$ cat src/rtl/reg_file_dump_reader.sv
// Debug read-out engine: walks a register-file address range on a spare read
// port and streams {address, word} pairs over a valid/ready link.
module reg_file_dump_reader #(
    parameter int unsigned WIDTH = 32,
    parameter int unsigned DEPTH = 100,
    localparam int unsigned AW   = $clog2(DEPTH)
) (
    input  logic             Clk,
    input  logic             Rst,
    input  logic             Start,
    input  logic             Abort,
    input  logic [AW-1:0]    First_Addr,
    input  logic [AW-1:0]    Last_Addr,
    output logic [AW-1:0]    Rd_Addr,
    input  logic [WIDTH-1:0] Rd_Data,
    output logic [WIDTH-1:0] Out_Data,
    output logic [AW-1:0]    Out_Addr,
    output logic             Out_Valid,
    input  logic             Out_Ready,
    output logic             Out_Last,
    output logic             Busy,
    output logic             Done,
    output logic             Err
);

    typedef enum logic [1:0] {
        S_IDLE = 2'd0,
        S_LOAD = 2'd1,
        S_SEND = 2'd2,
        S_DONE = 2'd3
    } state_t;

    localparam logic [AW-1:0] MAX_ADDR = AW'(DEPTH - 1);

    state_t           state_q, state_d;
    logic [AW-1:0]    rd_addr_q, rd_addr_d;
    logic [AW-1:0]    last_q, last_d;
    logic [WIDTH-1:0] out_data_q, out_data_d;
    logic [AW-1:0]    out_addr_q, out_addr_d;
    logic             out_valid_q, out_valid_d;
    logic             out_last_q, out_last_d;
    logic             busy_q, busy_d;
    logic             done_q, done_d;
    logic             err_q, err_d;
    logic             range_ok_c;

    // Range accepted only if ordered and inside the register file.
    assign range_ok_c = (First_Addr <= Last_Addr) && (Last_Addr <= MAX_ADDR);

    // Next-state and next-output computation; Abort overrides everything else.
    always_comb begin
        state_d     = state_q;
        rd_addr_d   = rd_addr_q;
        last_d      = last_q;
        out_data_d  = out_data_q;
        out_addr_d  = out_addr_q;
        out_valid_d = out_valid_q;
        out_last_d  = out_last_q;
        err_d       = 1'b0;

        case (state_q)
            S_IDLE: begin
                if (Start) begin
                    if (range_ok_c) begin
                        last_d    = Last_Addr;
                        rd_addr_d = First_Addr;
                        state_d   = S_LOAD;
                    end else begin
                        err_d = 1'b1;
                    end
                end
            end
            S_LOAD: begin
                out_data_d  = Rd_Data;
                out_addr_d  = rd_addr_q;
                out_last_d  = (rd_addr_q == last_q);
                out_valid_d = 1'b1;
                state_d     = S_SEND;
            end
            S_SEND: begin
                if (Out_Ready) begin
                    out_valid_d = 1'b0;
                    if (out_last_q) begin
                        state_d = S_DONE;
                    end else begin
                        rd_addr_d = rd_addr_q + AW'(1);
                        state_d   = S_LOAD;
                    end
                end
            end
            S_DONE: begin
                out_last_d = 1'b0;
                state_d    = S_IDLE;
            end
            default: state_d = S_IDLE;
        endcase

        if (Abort) begin
            state_d     = S_IDLE;
            rd_addr_d   = rd_addr_q;
            out_valid_d = 1'b0;
            out_last_d  = 1'b0;
            err_d       = 1'b0;
        end

        busy_d = (state_d == S_LOAD) || (state_d == S_SEND);
        done_d = (state_d == S_DONE);
    end

    // State and output registers with synchronous reset.
    always_ff @(posedge Clk) begin
        if (Rst) begin
            state_q     <= S_IDLE;
            rd_addr_q   <= '0;
            last_q      <= '0;
            out_data_q  <= '0;
            out_addr_q  <= '0;
            out_valid_q <= 1'b0;
            out_last_q  <= 1'b0;
            busy_q      <= 1'b0;
            done_q      <= 1'b0;
            err_q       <= 1'b0;
        end else begin
            state_q     <= state_d;
            rd_addr_q   <= rd_addr_d;
            last_q      <= last_d;
            out_data_q  <= out_data_d;
            out_addr_q  <= out_addr_d;
            out_valid_q <= out_valid_d;
            out_last_q  <= out_last_d;
            busy_q      <= busy_d;
            done_q      <= done_d;
            err_q       <= err_d;
        end
    end

    assign Rd_Addr   = rd_addr_q;
    assign Out_Data  = out_data_q;
    assign Out_Addr  = out_addr_q;
    assign Out_Valid = out_valid_q;
    assign Out_Last  = out_last_q;
    assign Busy      = busy_q;
    assign Done      = done_q;
    assign Err       = err_q;

endmodule

$ cat config.mk
export PLATFORM = sky130hd
export DESIGN_NAME = reg_file_dump_reader
export DESIGN_NICKNAME = d
export VERILOG_FILES = /design/src/rtl/reg_file_dump_reader.sv
export SDC_FILE = /design/constraint.sdc
export NUM_CORES = 1
export LEC_CHECK = 0
export ABC_AREA = 1
export BUFFER_PORTS_ARGS = -buffer_cell sky130_fd_sc_hd__buf_2
export CORE_ASPECT_RATIO = 1.5
export CORE_MARGIN = 8
export CORE_UTILIZATION = 37
export CTS_BUF_LIST = sky130_fd_sc_hd__clkbuf_16
export CTS_CLUSTER_DIAMETER = 200
export DETAILED_ROUTE_END_ITERATION = 10
export GPL_ROUTABILITY_DRIVEN = 0
export PLACE_DENSITY_LB_ADDON = 0.2
export SETUP_SLACK_MARGIN = 0.02
export SYNTH_ARGS = -nofsm -noshare
export SYNTH_HDL_FRONTEND = slang
export SYNTH_SLANG_ARGS = --single-unit
$ cat constraint.sdc
create_clock -name Clk -period 2.85 [get_ports Clk]
set_input_delay 0.285 -clock Clk [delete_from_list [all_inputs] [get_ports Clk]]
set_output_delay 0.285 -clock Clk [all_outputs]
set_load 0.05 [all_outputs]
* Word-level counts from Yosys, hierarchy flattened
Cells that the tools add are included.
** Storage, ports and cells
- Register bits after elaboration :: 60
- Latch bits :: 0
- Memory bits (writable) :: 0
- Memory bits (read-only) :: 0
- Input bits :: 51
- Output and inout bits :: 51
- Memories :: 0
** Operators by class
- Add/subtract/negate cells :: 1
- Multipliers :: 0
- Divide/modulo/power cells :: 0
- Order comparisons :: 2
- Eq/ne operators :: 11
- Shift-type cells :: 0
- Multiplexer cells :: 15
- Bitwise logic cells :: 3
- Reduce and logical (&&, ||, !) cells :: 11
** Operators by type and width (number)
- $mux 7 :: 4
- $pmux 7 s2 :: 1
- $mux 2 :: 5
- $eq 2x2->1 const B :: 4
- $ne 2x2->1 const B :: 4
- $pmux 2 s4 :: 1
- $add 7x1->7 const B :: 1
- $eq 7x7->1 :: 1
- $le 7x7->1 :: 1
- $le 7x7->1 const B :: 1
- $reduce_and 6->1 :: 1
- $reduce_bool 2->1 :: 3
- $eq 2x1->1 const B :: 2
- $pmux 1 s2 :: 2
- $reduce_or 4->1 :: 1
- $not 1->1 :: 3
- $reduce_and 3->1 :: 1
- $logic_not 2->1 :: 1
- $mux 1 :: 2
- $reduce_and 2->1 :: 1
- $reduce_or 2->1 :: 1
- $logic_and 1x1->1 :: 1
- $logic_or 1x1->1 :: 1

* Longest topological paths before layout
Gate-level depths: netlist of the first run.
- Depth after elaboration :: 8
- Gate-level depth with buffers :: 15

* Worst setup path after synthesis of the first run
Ideal clock, no wire load.
- Kind :: register to register
- Start point :: reg rd_addr_q[0] (netlist: Rd_Addr[0])
- End point :: reg rd_addr_q[6] (netlist: Rd_Addr[6])
- Arrival :: 1694 ps
- Required time :: 2733 ps
- Slack :: 1039 ps
- Stages on the path, launching flop included :: 10
- Buffers on the path :: 0
- Clock period less this slack :: 1811 ps
- Path through :: dfxtp_1 -> ha_1 -> nand2_1 -> nor2_1 -> nand3_1 -> nor2_1 -> o21ai_0 -> nand3b_1 -> nand2_1 -> nor2_1
** Between the ends
- Word-level cells in the longest chain between the ends :: 4
** RTL lines
- start: declaration :: RTL line 36 : logic [AW-1:0] rd_addr_q, rd_addr_d;
- start signal: assignment :: RTL line 125 : rd_addr_q <= rd_addr_d;
- $add 7x1->7 :: RTL line 86 : rd_addr_d = rd_addr_q + AW'(1);
- $mux 7 :: RTL line 83 : if (out_last_q) begin
- $mux 7 :: RTL line 81 : if (Out_Ready) begin
- $pmux 7 s2 :: RTL line 61 : case (state_q)
Every way passes these cells. The select of a mux whose other input is x is not followed.
A chain may end at the register's enable or synchronous reset.

* Worst setup path in the final report of the first run
- Start point :: reg state_q[0]
- End point :: reg rd_addr_q[2] (netlist: Rd_Addr[2])
** Between the ends
- Word-level cells in the longest chain between the ends :: 3
- Elaborated cells on any way between the ends :: 9
** RTL lines
- start: declaration :: RTL line 35 : state_t state_q, state_d;
- start signal: assignment :: RTL line 124 : state_q <= state_d;
- $eq 2x2->1 / $logic_not 2->1 (equally long branches) :: RTL line 61
- $ne 2x2->1 (no line) / $reduce_bool 2->1 (equally long branches)
- $reduce_and 6->1 (no line)
Parallel ways exist; a longest one is shown, timed or not.

==> key figures, run 1 <==
Setup path
  – Worst Path Buf+Inv: 1
  – Crit Path Category: reg -> reg
  – Endpoint type of the worst setup path: register
  – Worst EP required: 3.06 ns
  – Largest stage delay on the critical path: 0.64 ns
  – Worst Setup Start Kind: register
  – RR Endpoint: Rd_Addr[2]$_SDFFE_PP0P_
  – Reg2reg path depth: 7
  – Most used cell, CP: nor2_1
  – Crit path cell chain: nor2_2, inv_4, a21oi_4, nor3_2, nand2_1, nor2_1, nor2_1
  – CP Capture Point: Rd_Addr[2]$_SDFFE_PP0P_
  – Crit path from: state_q[0]$_SDFF_PP0_
  – Critical path depth in cells: 7
  – Critical path fanouts, max: 13
  – Reg-to-reg slack, setup: a little under 1 ns
  – CP max-delay cell: nor3_2
  – CP top delay family: simple AND/OR/NAND/NOR gates
  – Worst EP arrival: 2.09 ns
  – Worst r2r src: state_q[0]$_SDFF_PP0_

Power
  – Final total power: roughly 0.0022 W
  – Max VDD drop: 0.4870 mV
  – Pwr per Cell Area: approximately 660 nW/um2
  – Leakage power: 1.678 nW

Detailed routing
  – # DRC: 0
  – Via Count: about 2500
  – Initial DRC count: about 120
  – First-pass DRT Iterations: 4
  – Wirelength per Cell: around 14 um
  – Vias/cell: roughly 4.8
  – WL final: 7395 um
  – Detail Route Antenna Nets: 0

Place
  – Placed inst area: 3144 um2
  – Hpwl dp: roughly 5500 um
  – Port Buffers: just over 100

Synth
  – Mapped Nets: 408
  – Post-synth EDFFs: 0
  – Count of cell types in the netlist: 31
  – #FFs+latches synth: 60
  – Asr flop ratio synth: 0
  – Yosys warning total: 0
  – Mapped Avg Cell Area: 7.482 um2
  – Post-synth top flop: dfxtp_1
  – Post-synthesis sequential area ratio: 0.4613
  – Mapped Area: roughly 2600 um2
  – Synth Instances: 348

CTS
  – CTS tree: done
  – Skew-Pair Late Insertion Delay: about 0.32 ns
  – Clk slew on worst S/H paths: 0.05 ns
  – CTS H-tree depth: 3
  – Post-CTS Hold Buffers: 0
  – Root Buffer Master: clkbuf_16
  – Clk sinks: 60
  – CTS max path bufs: 2
  – Post-cts sizing count: 0
  – Post-CTS setup buffer count: 0
  – TritonCTS Buffers: 9

Floorplanning
  – Die Y: 118.7 um
  – Die area: around 10000 um2
  – Core Rows: 37
  – Io pins: between 100 and 150
  – Die extent in x: approximately 84 um
  – Core outline area: between 6000 and 7000 um2
  – Initial Util: 0.3800

Status
  – Status: finished clean

Global routing
  – Vias in the first global route: between 2000 and 3000
  – Largest net degree at the start of global routing: 40
  – Initial antenna violation count: 0
  – Grt total ovfl: 0
  – First-pass GRT wire length: 12560 um
  – Gr usage total: 0.1535

Finish
  – Ratio of cells with drive above 1 in the final layout: 0.2794
  – Synthesis-to-layout area growth: 30.66%
  – Most common cell after layout, fill and taps aside: buf_2
  – Diodes inserted: 0
  – Post-layout util: 0.4965
  – Design area: ~3400 um2
  – Final #Nets: roughly 500
  – Layout fillers: a little over 700
  – Most frequent cells in the layout: 101 x buf_2, 91 x nor2_1, 60 x dfxtp_1

STA
  – Skew final: roughly 0.0052 ns
  – Period utilisation layout: 0.6626
  – Setup violations, final: 0
  – Minimum clock period: about 1.9 ns
  – Worst-Margin Slew: 0.8492 ns
  – Slew HR: 0.4308
  – RSZ-0062 raised after global routing: no
  – Fin Setup TNS: 0 ns
  – Fmax: approximately 530 MHz
  – Fin. max-slew vios: 0
  – Final hold viol count: 0

Job
  – Max_cap viols: 0

Hold path
  – Hold WC Path Type: in -> reg
worst min-delay path by stage:
stage	from	cells after the start	slack, ns	end
after floorplan	Rst	1	0.36	Busy$_SDFF_PP0_
after global placement	Out_Valid$_SDFFE_PP0P_	2	0.45	Out_Valid$_SDFFE_PP0P_
after detailed placement	Out_Valid$_SDFFE_PP0P_	2	0.45	Out_Valid$_SDFFE_PP0P_
after CTS	Rst	2	0.16	Busy$_SDFF_PP0_
after global routing	Rst	2	0.17	Done$_SDFF_PP0_
final	Rst	2	0.16	Busy$_SDFF_PP0_
synth_stat cells, drive strengths merged, types with 2 or more instances:
library cell / instances / area, um2
a21oi: 26 / 141.4
buf: 6 / 42.54
clkbuf: 10 / 42.54
dfxtp: 60 / 1201
ha: 9 / 112.6
inv: 26 / 100.1
mux2i: 4 / 40.04
nand2: 37 / 141.4
nand3: 10 / 50.05
nand3b: 2 / 15.01
nor2: 93 / 359.1
o21ai: 51 / 255.2
o22ai: 2 / 12.51
xnor2: 2 / 17.52
xor2: 3 / 26.28
final cells by class:
class / instances / area [um2] / area share
multi-input cells: 245 / 1214 / 0.3567
inverters: 27 / 103.9 / 0.03053
clock buffers: 9 / 225.2 / 0.06620
flip-flops and latches: 60 / 1201 / 0.3531
clock inverters: 6 / 32.53 / 0.009562
repair buffers: 104 / 528.0 / 0.1552
well taps: 78 / 97.59 / 0.02869
power by group:
group          internal (W)  switching, W
clock network      0.000573      0.000353
registers          0.000887     0.0000330
logic              0.000116      0.000269
total               0.00158      0.000655
worst reg2reg max path, stage by stage (launching register included):
cell	delay, ns
dfxtp_1	0.43
nor2_2	0.13
inv_4	0.14
a21oi_4	0.05
nor3_2	0.64
nand2_1	0.18
nor2_1	0.15
nor2_1	0.06
per-stage QoR:
step	worst slack [ns]	hold WS [ns]	cells
detailed placement	0.6669	0.4549	514
finish	0.9615	0.1591	529
global placement	0.7045	0.4502	514
floorplan	1.039	0.3562	348
CTS	0.9729	0.1573	529
global route	0.7897	0.1651	529
per-layer routing:
metal	global-route usage	vias up	part of all wire
li1	-	1331	-
met1	0.1656	1126	0.43
met2	0.2700	74	0.50
met3	0.04854	8	0.064
met4	0.06047	0	0.012
met5	0	-	0
logic make-up (layout without fill, tap and decap cells):
kind of cell / count (synthesis) / in the layout / share of synthesized area
flops: 60 / 60 / 0.4613
compound gates: 80 / 80 / 0.1595
mux: 4 / 4 / 0.01538
xor+xnor: 5 / 5 / 0.01682
fa+ha+maj: 9 / 9 / 0.04325
simple gates: 147 / 147 / 0.2311
buf+inv: 43 / 146 / 0.07256
registers in the layout, summed over array words and instances (netlist names):
register / flops
Err: 1
Rd_Addr: 7
last_q: 7
Out_Last: 1
Out_Valid: 1
Out_Data: 32
Out_Addr: 7
Busy: 1
state_q: 2
Done: 1
Power figures use the tool's default switching activity.
==> run 2, diff against run 1 <==
==> constraint.sdc (replaced) <==
create_clock -name Clk -period 1.76 [get_ports Clk]
set_input_delay 0.176 -clock Clk [delete_from_list [all_inputs] [get_ports Clk]]
set_output_delay 0.176 -clock Clk [all_outputs]
set_load 0.05 [all_outputs]
==> key figures, run 2 (synthesis results as in run 1) <==
Floorplanning
  – Initial Util: 0.3800 (unchanged)
  – Die Y: 118.7 um (unchanged)
  – Core outline area: 6852 um2 (unchanged)
  – Core Rows: 37 (unchanged)
  – Die extent in x: 84.50 um (unchanged)
  – Io pins: 102 (unchanged)
  – Die area: 10030 um2 (unchanged)

CTS
  – Clk slew on worst S/H paths: 0.05 ns (about the same)
  – Post-CTS Hold Buffers: 0 (unchanged)
  – TritonCTS Buffers: 9 (unchanged)
  – Root Buffer Master: clkbuf_16 (unchanged)
  – Post-CTS setup buffer count: 0 (unchanged)
  – CTS tree: done (unchanged)
  – CTS H-tree depth: 3 (unchanged)
  – CTS max path bufs: 2 (unchanged)
  – Clk sinks: 60 (unchanged)
  – Skew-Pair Late Insertion Delay: 0.33 ns (was 0.32 ns)

Setup path
  – Worst r2r src: Rd_Addr[0]$_SDFFE_PP0P_ (was state_q[0]$_SDFF_PP0_)
  – Worst Path Buf+Inv: 0 (was 1)
  – Worst Setup Start Kind: register (unchanged)
  – CP top delay family: simple AND/OR/NAND/NOR gates (unchanged)
  – Crit path cell chain: ha_1, nand2_1, nor2_1, nand3_1, nand2_1, nand2_1, o21ai_0, nand3b_1, nand2_1, nor2_1 (was nor2_2, inv_4, a21oi_4, nor3_2, nand2_1, nor2_1, nor2_1)
  – Reg-to-reg slack, setup: 0.24 ns (was 0.96 ns)
  – Reg2reg path depth: 10 (was 7)
  – Endpoint type of the worst setup path: register (unchanged)
  – Worst EP required: 2.02 ns (was 3.06 ns)
  – CP max-delay cell: dfxtp_2 (was nor3_2)
  – RR Endpoint: Rd_Addr[6]$_SDFFE_PP0P_ (was Rd_Addr[2]$_SDFFE_PP0P_)
  – Most used cell, CP: nand2_1 (was nor2_1)
  – Largest stage delay on the critical path: 0.41 ns (was 0.64 ns)
  – Crit path from: Rd_Addr[0]$_SDFFE_PP0P_ (was state_q[0]$_SDFF_PP0_)
  – CP Capture Point: Rd_Addr[6]$_SDFFE_PP0P_ (was Rd_Addr[2]$_SDFFE_PP0P_)
  – Critical path fanouts, max: 7 (was 13)
  – Critical path depth in cells: 10 (was 7)
  – Worst EP arrival: 1.79 ns (was 2.09 ns)
  – Crit Path Category: reg -> reg (unchanged)

Hold path
  – Hold Path Depth: 2 (unchanged)
  – Hold WC Path Type: in -> reg (unchanged)

Detailed routing
  – Met3 wire length: 494 um (was 474 um)
  – # DRC: 0 (unchanged)
  – Vias/cell: 4.813 (was 4.800)
  – Met1 WL: 2984 um (was 3151 um)
  – Via Count: 2594 (was 2539)
  – Wirelength per Cell: 13.62 um (was 13.98 um)
  – Detail Route Antenna Nets: 0 (unchanged)
  – First-pass DRT Iterations: 4 (unchanged)
  – WL final: 7339 um (was 7395 um)
  – Metal2 WL: 3743 um (was 3680 um)
  – Top Layer Used: met4 (unchanged)
  – Initial DRC count: 117 (was 122)

Power
  – Flop pwr share: 0.376 (was 0.412)
  – Combinational Power Share: 0.167 (was 0.173)
  – Clock share of power: 0.457 (was 0.415)
  – Leakage power: 1.751 nW (was 1.678 nW)
  – Max VDD drop: 0.4624 mV (was 0.4870 mV)
  – Pint: 0.002868 W (was 0.001575 W)
  – Pwr per Cell Area: 1113 nW/um2 (was 655.6 nW/um2)
  – Net Sw Power: 0.001087 W (was 0.0006550 W)
  – Net Sw Frac: 0.2747 (was 0.2937)

Finish
  – Diodes inserted: 0 (unchanged)
  – Synthesis-to-layout area growth: 36.42% (was 30.66%)
  – Design area: 3552 um2 (was 3402 um2)
  – Most frequent cells in the layout: 101 x buf_2, 91 x nor2_1, 58 x dfxtp_1 (was 101 x buf_2, 91 x nor2_1, 60 x dfxtp_1)
  – Final #Nets: 516 (was 507)
  – Number of flip-flops in the largest register: 32 (unchanged)
  – Post-layout util: 0.5184 (was 0.4965)
  – Most common cell after layout, fill and taps aside: buf_2 (unchanged)
  – Ratio of cells with drive above 1 in the final layout: 0.2928 (was 0.2794)

STA
  – Fin Setup TNS: 0 ns (unchanged)
  – Skew final: 0.007434 ns (was 0.005204 ns)
  – Minimum clock period: 1.524 ns (was 1.889 ns)
  – Setup violations, final: 0 (unchanged)
  – Worst-Margin Slew: 0.5232 ns (was 0.8492 ns)
  – Final hold viol count: 0 (unchanged)
  – RSZ-0062 raised after global routing: no (unchanged)
  – Fin. max-slew vios: 0 (unchanged)
  – Fmax: 656.3 MHz (was 529.5 MHz)
  – Period utilisation layout: 0.8658 (was 0.6626)
  – Slew HR: 0.6501 (was 0.4308)

Status
  – Status: finished clean (unchanged)

Place
  – Placed inst area: 3239 um2 (was 3144 um2)
  – Port Buffers: 101 (unchanged)
  – Hpwl dp: 5516 um (was 5532 um)

Global routing
  – Initial antenna violation count: 0 (unchanged)
  – Vias in the first global route: 2464 (was 2553)
  – First-pass GRT wire length: 11860 um (was 12560 um)
  – Gr usage total: 0.1481 (was 0.1535)
  – Largest net degree at the start of global routing: 54 (was 40)
  – Grt total ovfl: 0 (unchanged)

Job
  – Max_cap viols: 0 (unchanged)
-- run 2: worst min path at each step --
stage | from | to | slack [ns]
after global routing | Rst | Done$_SDFF_PP0_ | 0.05
after CTS | Rst | Done$_SDFF_PP0_ | 0.03
after global placement | Rst | Busy$_SDFF_PP0_ | 0.37
after floorplan | Rst | Busy$_SDFF_PP0_ | 0.25
final | Rst | Done$_SDFF_PP0_ | 0.04
after detailed placement | Rst | Done$_SDFF_PP0_ | 0.38
-- run 2: worst reg2reg max path, cell delays in order (launching register included) --
cell and delay, ns:
dfxtp_2 0.41, ha_1 0.21, nand2_1 0.07, nor2_1 0.16, nand3_1 0.11, nand2_1 0.08
nand2_1 0.04, o21ai_0 0.12, nand3b_1 0.11, nand2_1 0.05, nor2_1 0.09
-- run 2: layout make-up --
class	count	area [um2]
clock buffers	9	225.2
clock inverters	7	81.33
fillers	707	3299
inverters	27	103.9
multi-input cells	245	1220
flip-flops and latches	60	1204
well taps	78	97.59
repair buffers	113	620.6
-- run 2: through the flow --
step | power [W] | setup WS (ns) | std cells | hold WS [ns]
after floorplan | 0.001967 | 0.1302 | 348 | 0.2472
after global placement | 0.002166 | -0.03815 | 523 | 0.3735
after detailed placement | 0.002179 | -0.06972 | 523 | 0.3773
after CTS | 0.003996 | 0.05276 | 539 | 0.03464
after global routing | 0.004133 | 0.1002 | 539 | 0.04673
final | 0.003955 | 0.2362 | 539 | 0.04313
-- run 2: metal layers --
| metal | vias to the layer above | global-route usage |
|---|---|---|
| li1 | 1345 | - |
| met1 | 1167 | 0.1504 |
| met2 | 74 | 0.2596 |
| met3 | 8 | 0.05825 |
| met4 | 0 | 0.06719 |
| met5 | - | 0 |
-- run 2: power groups by stage --
stage	logic (W)	clock network (W)	registers, W
finish	0.000661	0.00181	0.00149
global route	0.000725	0.00191	0.00149
CTS	0.000667	0.00184	0.00149
detailed placement	0.000666	0	0.00151
global placement	0.000655	0	0.00151
floorplan	0.000260	0	0.00171
-- run 2: what timing repair did --
item                                   4_1_cts  5_1_grt
resized for setup                            0        1
endpoints found under the hold margin        0        0
setup endpoints to repair                    0        7
